[src/rtl/des_key_sched.sv]
// DES / 3DES key schedule: PC-1 on key accept, then streams 16*NKEYS PC-2 round
// subkeys in cipher order (EDE for three keys) over a valid/ready handshake.
module des_key_sched #(
  parameter int NKEYS      = 1,
  parameter int PARITY_CHK = 0
) (
  input  logic                clk,
  input  logic                rst,
  input  logic [64*NKEYS:1]   key_in,
  input  logic                key_valid,
  output logic                key_ready,
  input  logic                decrypt,
  output logic [48:1]         subkey,
  output logic [5:0]          subkey_idx,
  output logic                subkey_last,
  output logic                subkey_valid,
  input  logic                subkey_ready,
  output logic                parity_err
);

  localparam int KW = 64 * NKEYS;
  localparam logic [1:0] SEG_LAST = 2'(NKEYS - 1);

  localparam int PC1_T [1:56] = '{
    57, 49, 41, 33, 25, 17,  9,  1, 58, 50, 42, 34, 26, 18,
    10,  2, 59, 51, 43, 35, 27, 19, 11,  3, 60, 52, 44, 36,
    63, 55, 47, 39, 31, 23, 15,  7, 62, 54, 46, 38, 30, 22,
    14,  6, 61, 53, 45, 37, 29, 21, 13,  5, 28, 20, 12,  4
  };

  localparam int PC2_T [1:48] = '{
    14, 17, 11, 24,  1,  5,  3, 28, 15,  6, 21, 10,
    23, 19, 12,  4, 26,  8, 16,  7, 27, 20, 13,  2,
    41, 52, 31, 37, 47, 55, 30, 40, 51, 45, 33, 48,
    44, 49, 39, 56, 34, 53, 46, 42, 50, 36, 29, 32
  };

  typedef enum logic {IDLE, GEN} state_t;

  state_t      state, state_nxt;
  logic [KW:1] key_q;
  logic        dec_q;
  logic [1:0]  seg;
  logic [3:0]  rnd;
  logic [28:1] c_q, d_q;
  logic        perr_now;
  logic        dir_cur;
  logic        one_step;

  function automatic logic [56:1] pc1(input logic [64:1] k);
    logic [56:1] r;
    for (int i = 1; i <= 56; i++) r[i] = k[PC1_T[i]];
    return r;
  endfunction

  function automatic logic [48:1] pc2(input logic [56:1] cd);
    logic [48:1] r;
    for (int i = 1; i <= 48; i++) r[i] = cd[PC2_T[i]];
    return r;
  endfunction

  // Index n holds FIPS bit n, so a FIPS left rotate moves bits toward index 1.
  function automatic logic [28:1] rot(input logic [28:1] x, input logic right, input logic two);
    if (right) return two ? {x[26:1], x[28:27]} : {x[27:1], x[28]};
    return two ? {x[2:1], x[28:3]} : {x[1], x[28:2]};
  endfunction

  // Stream position s -> key number: EDE runs K1,K2,K3; its inverse runs K3,K2,K1.
  function automatic logic [64:1] seg_key(input logic [KW:1] k, input logic dec, input logic [1:0] s);
    int j;
    if (NKEYS == 1) j = 1;
    else            j = dec ? 3 - int'(s) : int'(s) + 1;
    return k[64*(NKEYS-j)+1 +: 64];
  endfunction

  function automatic logic seg_dir_d(input logic dec, input logic [1:0] s);
    if (NKEYS == 1) return dec;
    return dec ^ (s == 2'd1);
  endfunction

  // Decrypt segments start from the unshifted PC-1 value, which equals C16/D16.
  function automatic logic [56:1] seg_load(input logic [64:1] k, input logic dir_d);
    logic [56:1] cd;
    cd = pc1(k);
    if (dir_d) return cd;
    return {rot(cd[56:29], 1'b0, 1'b0), rot(cd[28:1], 1'b0, 1'b0)};
  endfunction

  always_comb begin
    perr_now = 1'b0;
    if (PARITY_CHK != 0)
      for (int b = 0; b < 8*NKEYS; b++)
        if (!(^key_in[8*b+1 +: 8])) perr_now = 1'b1;
  end

  assign key_ready    = (state == IDLE);
  assign subkey_valid = (state == GEN);
  assign subkey_idx   = {seg, rnd};
  assign subkey_last  = (state == GEN) && (seg == SEG_LAST) && (rnd == 4'd15);
  assign subkey       = pc2({d_q, c_q});
  assign dir_cur      = seg_dir_d(dec_q, seg);
  // Rounds 2, 9 and 16 move by one position, all others by two.
  assign one_step     = (rnd == 4'd0) || (rnd == 4'd7) || (rnd == 4'd14);

  always_comb begin
    state_nxt = state;
    case (state)
      IDLE:    if (key_valid && !perr_now) state_nxt = GEN;
      GEN:     if (subkey_ready && subkey_last) state_nxt = IDLE;
      default: state_nxt = IDLE;
    endcase
  end

  always_ff @(posedge clk or posedge rst) begin
    if (rst) state <= IDLE;
    else     state <= state_nxt;
  end

  always_ff @(posedge clk) begin
    if (state == IDLE && key_valid && !perr_now) begin
      key_q <= key_in;
      dec_q <= decrypt;
    end
  end

  // Stage boundary: C/D and round position registers feeding the PC-2 output.
  always_ff @(posedge clk or posedge rst) begin
    if (rst) begin
      seg        <= 2'd0;
      rnd        <= 4'd0;
      c_q        <= '0;
      d_q        <= '0;
      parity_err <= 1'b0;
    end else if (state == IDLE) begin
      if (key_valid) begin
        parity_err <= perr_now;
        if (!perr_now) begin
          seg        <= 2'd0;
          rnd        <= 4'd0;
          {d_q, c_q} <= seg_load(seg_key(key_in, decrypt, 2'd0), seg_dir_d(decrypt, 2'd0));
        end
      end
    end else if (subkey_ready && !subkey_last) begin
      if (rnd == 4'd15) begin
        seg        <= seg + 2'd1;
        rnd        <= 4'd0;
        {d_q, c_q} <= seg_load(seg_key(key_q, dec_q, seg + 2'd1), seg_dir_d(dec_q, seg + 2'd1));
      end else begin
        rnd <= rnd + 4'd1;
        c_q <= rot(c_q, dir_cur, !one_step);
        d_q <= rot(d_q, dir_cur, !one_step);
      end
    end
  end

endmodule
[config.mk]
export PLATFORM = sky130hd
export DESIGN_NAME = des_key_sched
export DESIGN_NICKNAME = d
export VERILOG_FILES = /design/src/rtl/des_key_sched.sv
export SDC_FILE = /design/constraint.sdc
export NUM_CORES = 1
export LEC_CHECK = 0
export ABC_AREA = 1
export CAP_MARGIN = 5
export CELL_PAD_IN_SITES_DETAIL_PLACEMENT = 0
export CELL_PAD_IN_SITES_GLOBAL_PLACEMENT = 1
export CORE_ASPECT_RATIO = 0.5
export CORE_UTILIZATION = 40
export DETAILED_ROUTE_END_ITERATION = 6
export DONT_BUFFER_PORTS = 1
export PLACE_DENSITY_LB_ADDON = 0.25
export SLEW_MARGIN = 30
export SYNTH_ARGS = -nofsm -noshare
export SYNTH_HDL_FRONTEND = slang
export SYNTH_SLANG_ARGS = --single-unit
[constraint.sdc]
create_clock -name clk -period 6.5 [get_ports clk]
set_input_delay 1.625 -clock clk [delete_from_list [all_inputs] [get_ports clk]]
set_output_delay 1.625 -clock clk [all_outputs]
set_load 0.05 [all_outputs]
==> metrics.log <==
INFO  metric critPathKind = reg2out
INFO  metric startpoint_type = register
INFO  metric timing.critical_path.slowest_stage_cell = sky130_fd_sc_hd__nor2_1
INFO  metric finClkSkew = 0.00627 ns
INFO  metric arrival = 2.57 ns
INFO  metric slew_headroom = 0.377
INFO  metric cts-hold-fix-buffers = 0
INFO  metric cts_tree = built
INFO  metric maxCapViolations = 0
INFO  metric finish.net_count = 1178
INFO  metric overflow = 0
INFO  metric tightestPinTransition = 0.931 ns
INFO  metric detail_route.first_pass.iterations = 5
INFO  metric power_per_cell_area = 500 nW/um2
INFO  metric dieWidth = 205 um
INFO  metric timing.reg2reg.worst_path_depth = 9
INFO  metric grt_setup_unrepaired = false
INFO  metric grt_start_max_net_pins = 92
INFO  metric worst_hold_path.num_cells = 2
INFO  metric slew_violations = 0
INFO  metric synth_xor_xnor_area_share = 0
INFO  metric yosysSeqAreaShare = 0.399
INFO  metric placement.io_buffers = 0
INFO  metric netlist_instances = 1207
INFO  metric drt_iter0_markers = 840
INFO  metric routabilityCongestion = 0.754
INFO  metric cts_max_path_buffers = 2
INFO  metric ant_nets = 0
INFO  metric cp_cell_sequence = ha_1 > nand2_2 > nor2_4 > nand2_1 > nor2_1
INFO  metric synth_adder_area_share = 0.00607
INFO  metric critical_path_endpoint_category = primary output
INFO  metric finalSetupViolations = 0
INFO  metric fp-row-count = 36
INFO  metric final_hold_viol_count = 0
INFO  metric antenna_violations_before_repair = 0
INFO  metric dr_total_vias = 7893
INFO  metric h-tree-depth = 4
INFO  metric design.core.area = 19800 um2
INFO  metric timing.critical_path.slowest_cell_delay = 0.74 ns
INFO  metric number_of_global_route_vias_before_repair = 7511
INFO  metric achievable-frequency = 238 MHz
INFO  metric syn-cell-area = 8240 um2
INFO  metric initial_utilization = 0.416
INFO  metric total_leakage_power = 3.91 nW
INFO  metric synth_simple_gate_area_frac = 0.358
INFO  metric synthesis.nets = 1280
INFO  metric ctsResizeCount = 0
INFO  metric final_layout_size_suffix_gt1_frac = 0.0502
INFO  metric final.fill_count = 2070
INFO  metric avgRoutedWirePerCell = 18.5 um
INFO  metric seqCellArea = 3290 um2
INFO  metric worst_ep_required_time = 4.88 ns
INFO  metric num_cts_buffers = 17
INFO  metric pin_count = 127
INFO  metric die_area = 21200 um2
INFO  metric path_clk_slew = 0.05 ns
INFO  metric clock_latency = 0.44 ns
INFO  metric yosysUniqueCellTypes = 24
INFO  metric first_pass_grt_wire_length = 41000 um
INFO  metric postLayoutCoreUtil = 0.429
INFO  metric mostFrequentLayoutCells = 380 x sky130_fd_sc_hd__nand2_1, 188 x sky130_fd_sc_hd__nand3_1, 160 x sky130_fd_sc_hd__a21oi_1
INFO  metric post_cts.repair.setup_buffers = 0
INFO  metric drt_wl_total = 25500 um
INFO  metric antenna-diode-count = 0
INFO  metric die-height = 104 um
INFO  metric path_max_fanout = 4
INFO  metric flow.area_growth_from_synthesis = 3.13%
INFO  metric synth.mux.area_fraction = 0
INFO  metric main_combinational_cell_family_by_area_after_synthesis = simple AND/OR/NAND/NOR gates
INFO  metric period_minus_slack = 4.20 ns
INFO  metric result_of_the_run = finished clean
INFO  metric root_buffer = sky130_fd_sc_hd__clkbuf_16
INFO  metric routed_via_density = 5.71
INFO  metric hpwlAfterDp = 15100 um
INFO  metric period_share = 0.646
INFO  metric ys_warn_count = 0
INFO  metric irDropWorstVdd = 0.326 mV
INFO  metric synth.avg_cell_area = 6.83 um2
INFO  metric synth_compound_gate_area_share = 0.129
INFO  metric clock_sink_total = 120
INFO  metric groute.usage.overall = 0.248
INFO  metric setup_total_negative_slack = 0 ns
INFO  metric drc_errors = 0
INFO  metric mostFrequentLayoutCell = sky130_fd_sc_hd__nand2_1
INFO  metric hold_path_class = reg2reg
INFO  metric synth.ff_latch_count = 120
INFO  metric area_of_combinational_cells_with_multiple_inputs = 4090 um2
cell usage after synthesis:
master | instances | share of area
sky130_fd_sc_hd__conb_1 | 1 | 0.00045
sky130_fd_sc_hd__nand3_1 | 189 | 0.11
sky130_fd_sc_hd__nand3_2 | 1 | 0.0012
sky130_fd_sc_hd__nor2_4 | 1 | 0.0014
sky130_fd_sc_hd__a22oi_1 | 1 | 0.00091
sky130_fd_sc_hd__a31oi_1 | 6 | 0.0046
sky130_fd_sc_hd__buf_1 | 22 | 0.010
sky130_fd_sc_hd__inv_2 | 4 | 0.0018
sky130_fd_sc_hd__nand2_2 | 2 | 0.0015
sky130_fd_sc_hd__a21oi_1 | 160 | 0.097
sky130_fd_sc_hd__nand4_1 | 22 | 0.017
sky130_fd_sc_hd__ha_1 | 4 | 0.0061
sky130_fd_sc_hd__edfxtp_1 | 57 | 0.21
sky130_fd_sc_hd__o21ai_0 | 42 | 0.025
sky130_fd_sc_hd__buf_2 | 21 | 0.013
sky130_fd_sc_hd__buf_4 | 56 | 0.051
sky130_fd_sc_hd__a21oi_2 | 1 | 0.0011
sky130_fd_sc_hd__nor2_1 | 107 | 0.049
sky130_fd_sc_hd__buf_6 | 2 | 0.0027
sky130_fd_sc_hd__nor3_1 | 2 | 0.0012
sky130_fd_sc_hd__nand2_1 | 380 | 0.17
sky130_fd_sc_hd__clkbuf_1 | 37 | 0.017
sky130_fd_sc_hd__dfrtp_1 | 63 | 0.19
sky130_fd_sc_hd__inv_1 | 26 | 0.012
flip-flops by register name (all words and copies together), names as in the netlist:
signal        cells
key_q            56
c_q              28
d_q              28
rnd               4
seg               2
dec_q             1
subkey_valid      1
worst max-delay path, delay by kind of cell, from the launching register on:
| family | cells | cell delay (ns) |
|---|---|---|
| AND/OR/NAND/NOR | 4 | 1.14 |
| adder cells (fa/ha/maj) | 1 | 0.31 |
| flip-flops | 1 | 0.68 |
cell type report:
cell class,count,share of cell area
well taps,266,0.0391
clock buffers,26,0.0587
inverters,30,0.0137
repair buffers,17,0.0178
multi-input cells,919,0.482
flip-flops and latches,120,0.387
clock inverters,4,0.00221
power breakdown:
part / switching (mW) / leakage, nW / internal [mW]
sequential: 0.851 / 1.25 / 0.984
clock: 0.350 / 0.257 / 0.519
combinational: 1.05 / 2.41 / 0.501
per-stage QoR:
step / hold slack (ns) / std cells / worst slack (ns) / cell area [um2] / total power [mW]
detailed placement: 0.499 / 1352 / 2.77 / 7980 / 3.39
floorplan: 0.471 / 1207 / 1.54 / 8240 / 3.20
global route: 0.538 / 1382 / 2.15 / 8500 / 4.55
global placement: 0.491 / 1351 / 2.77 / 7950 / 3.37
CTS: 0.512 / 1382 / 2.27 / 8500 / 4.27
finish: 0.514 / 1382 / 2.30 / 8500 / 4.25
metal layers:
metal  global-route usage  share of wire  up-vias
li1                     -              -     3810
met1                0.353           0.47     3731
met2                0.359           0.43      319
met3               0.0658          0.081       33
met4               0.0889          0.016        0
met5                    0              0        -
kinds of logic (layout without fill, tap and decap cells):
kind of cell    Yosys count  after routing
other cells               1              1
buf+inv                 168             77
compound gates          210            210
fa+ha+maj                 4              4
simple gates            704            704
flops                   120            120
final timing paths:
kind / startpoint / to / slack (ns)
worst min-delay path: c_q[22] / c_q[22] / 0.51
worst max-delay path: rnd[1] / subkey_last / 2.30
worst min register to register: c_q[22] / c_q[22] / 0.51
worst max register to register: rnd[1] / seg[1] / 2.40
min in group asynchronous: rst / d_q[11] / 1.13
max in group asynchronous: rst / subkey_valid / 4.77
Note: power is estimated with default switching activity, not from simulation.
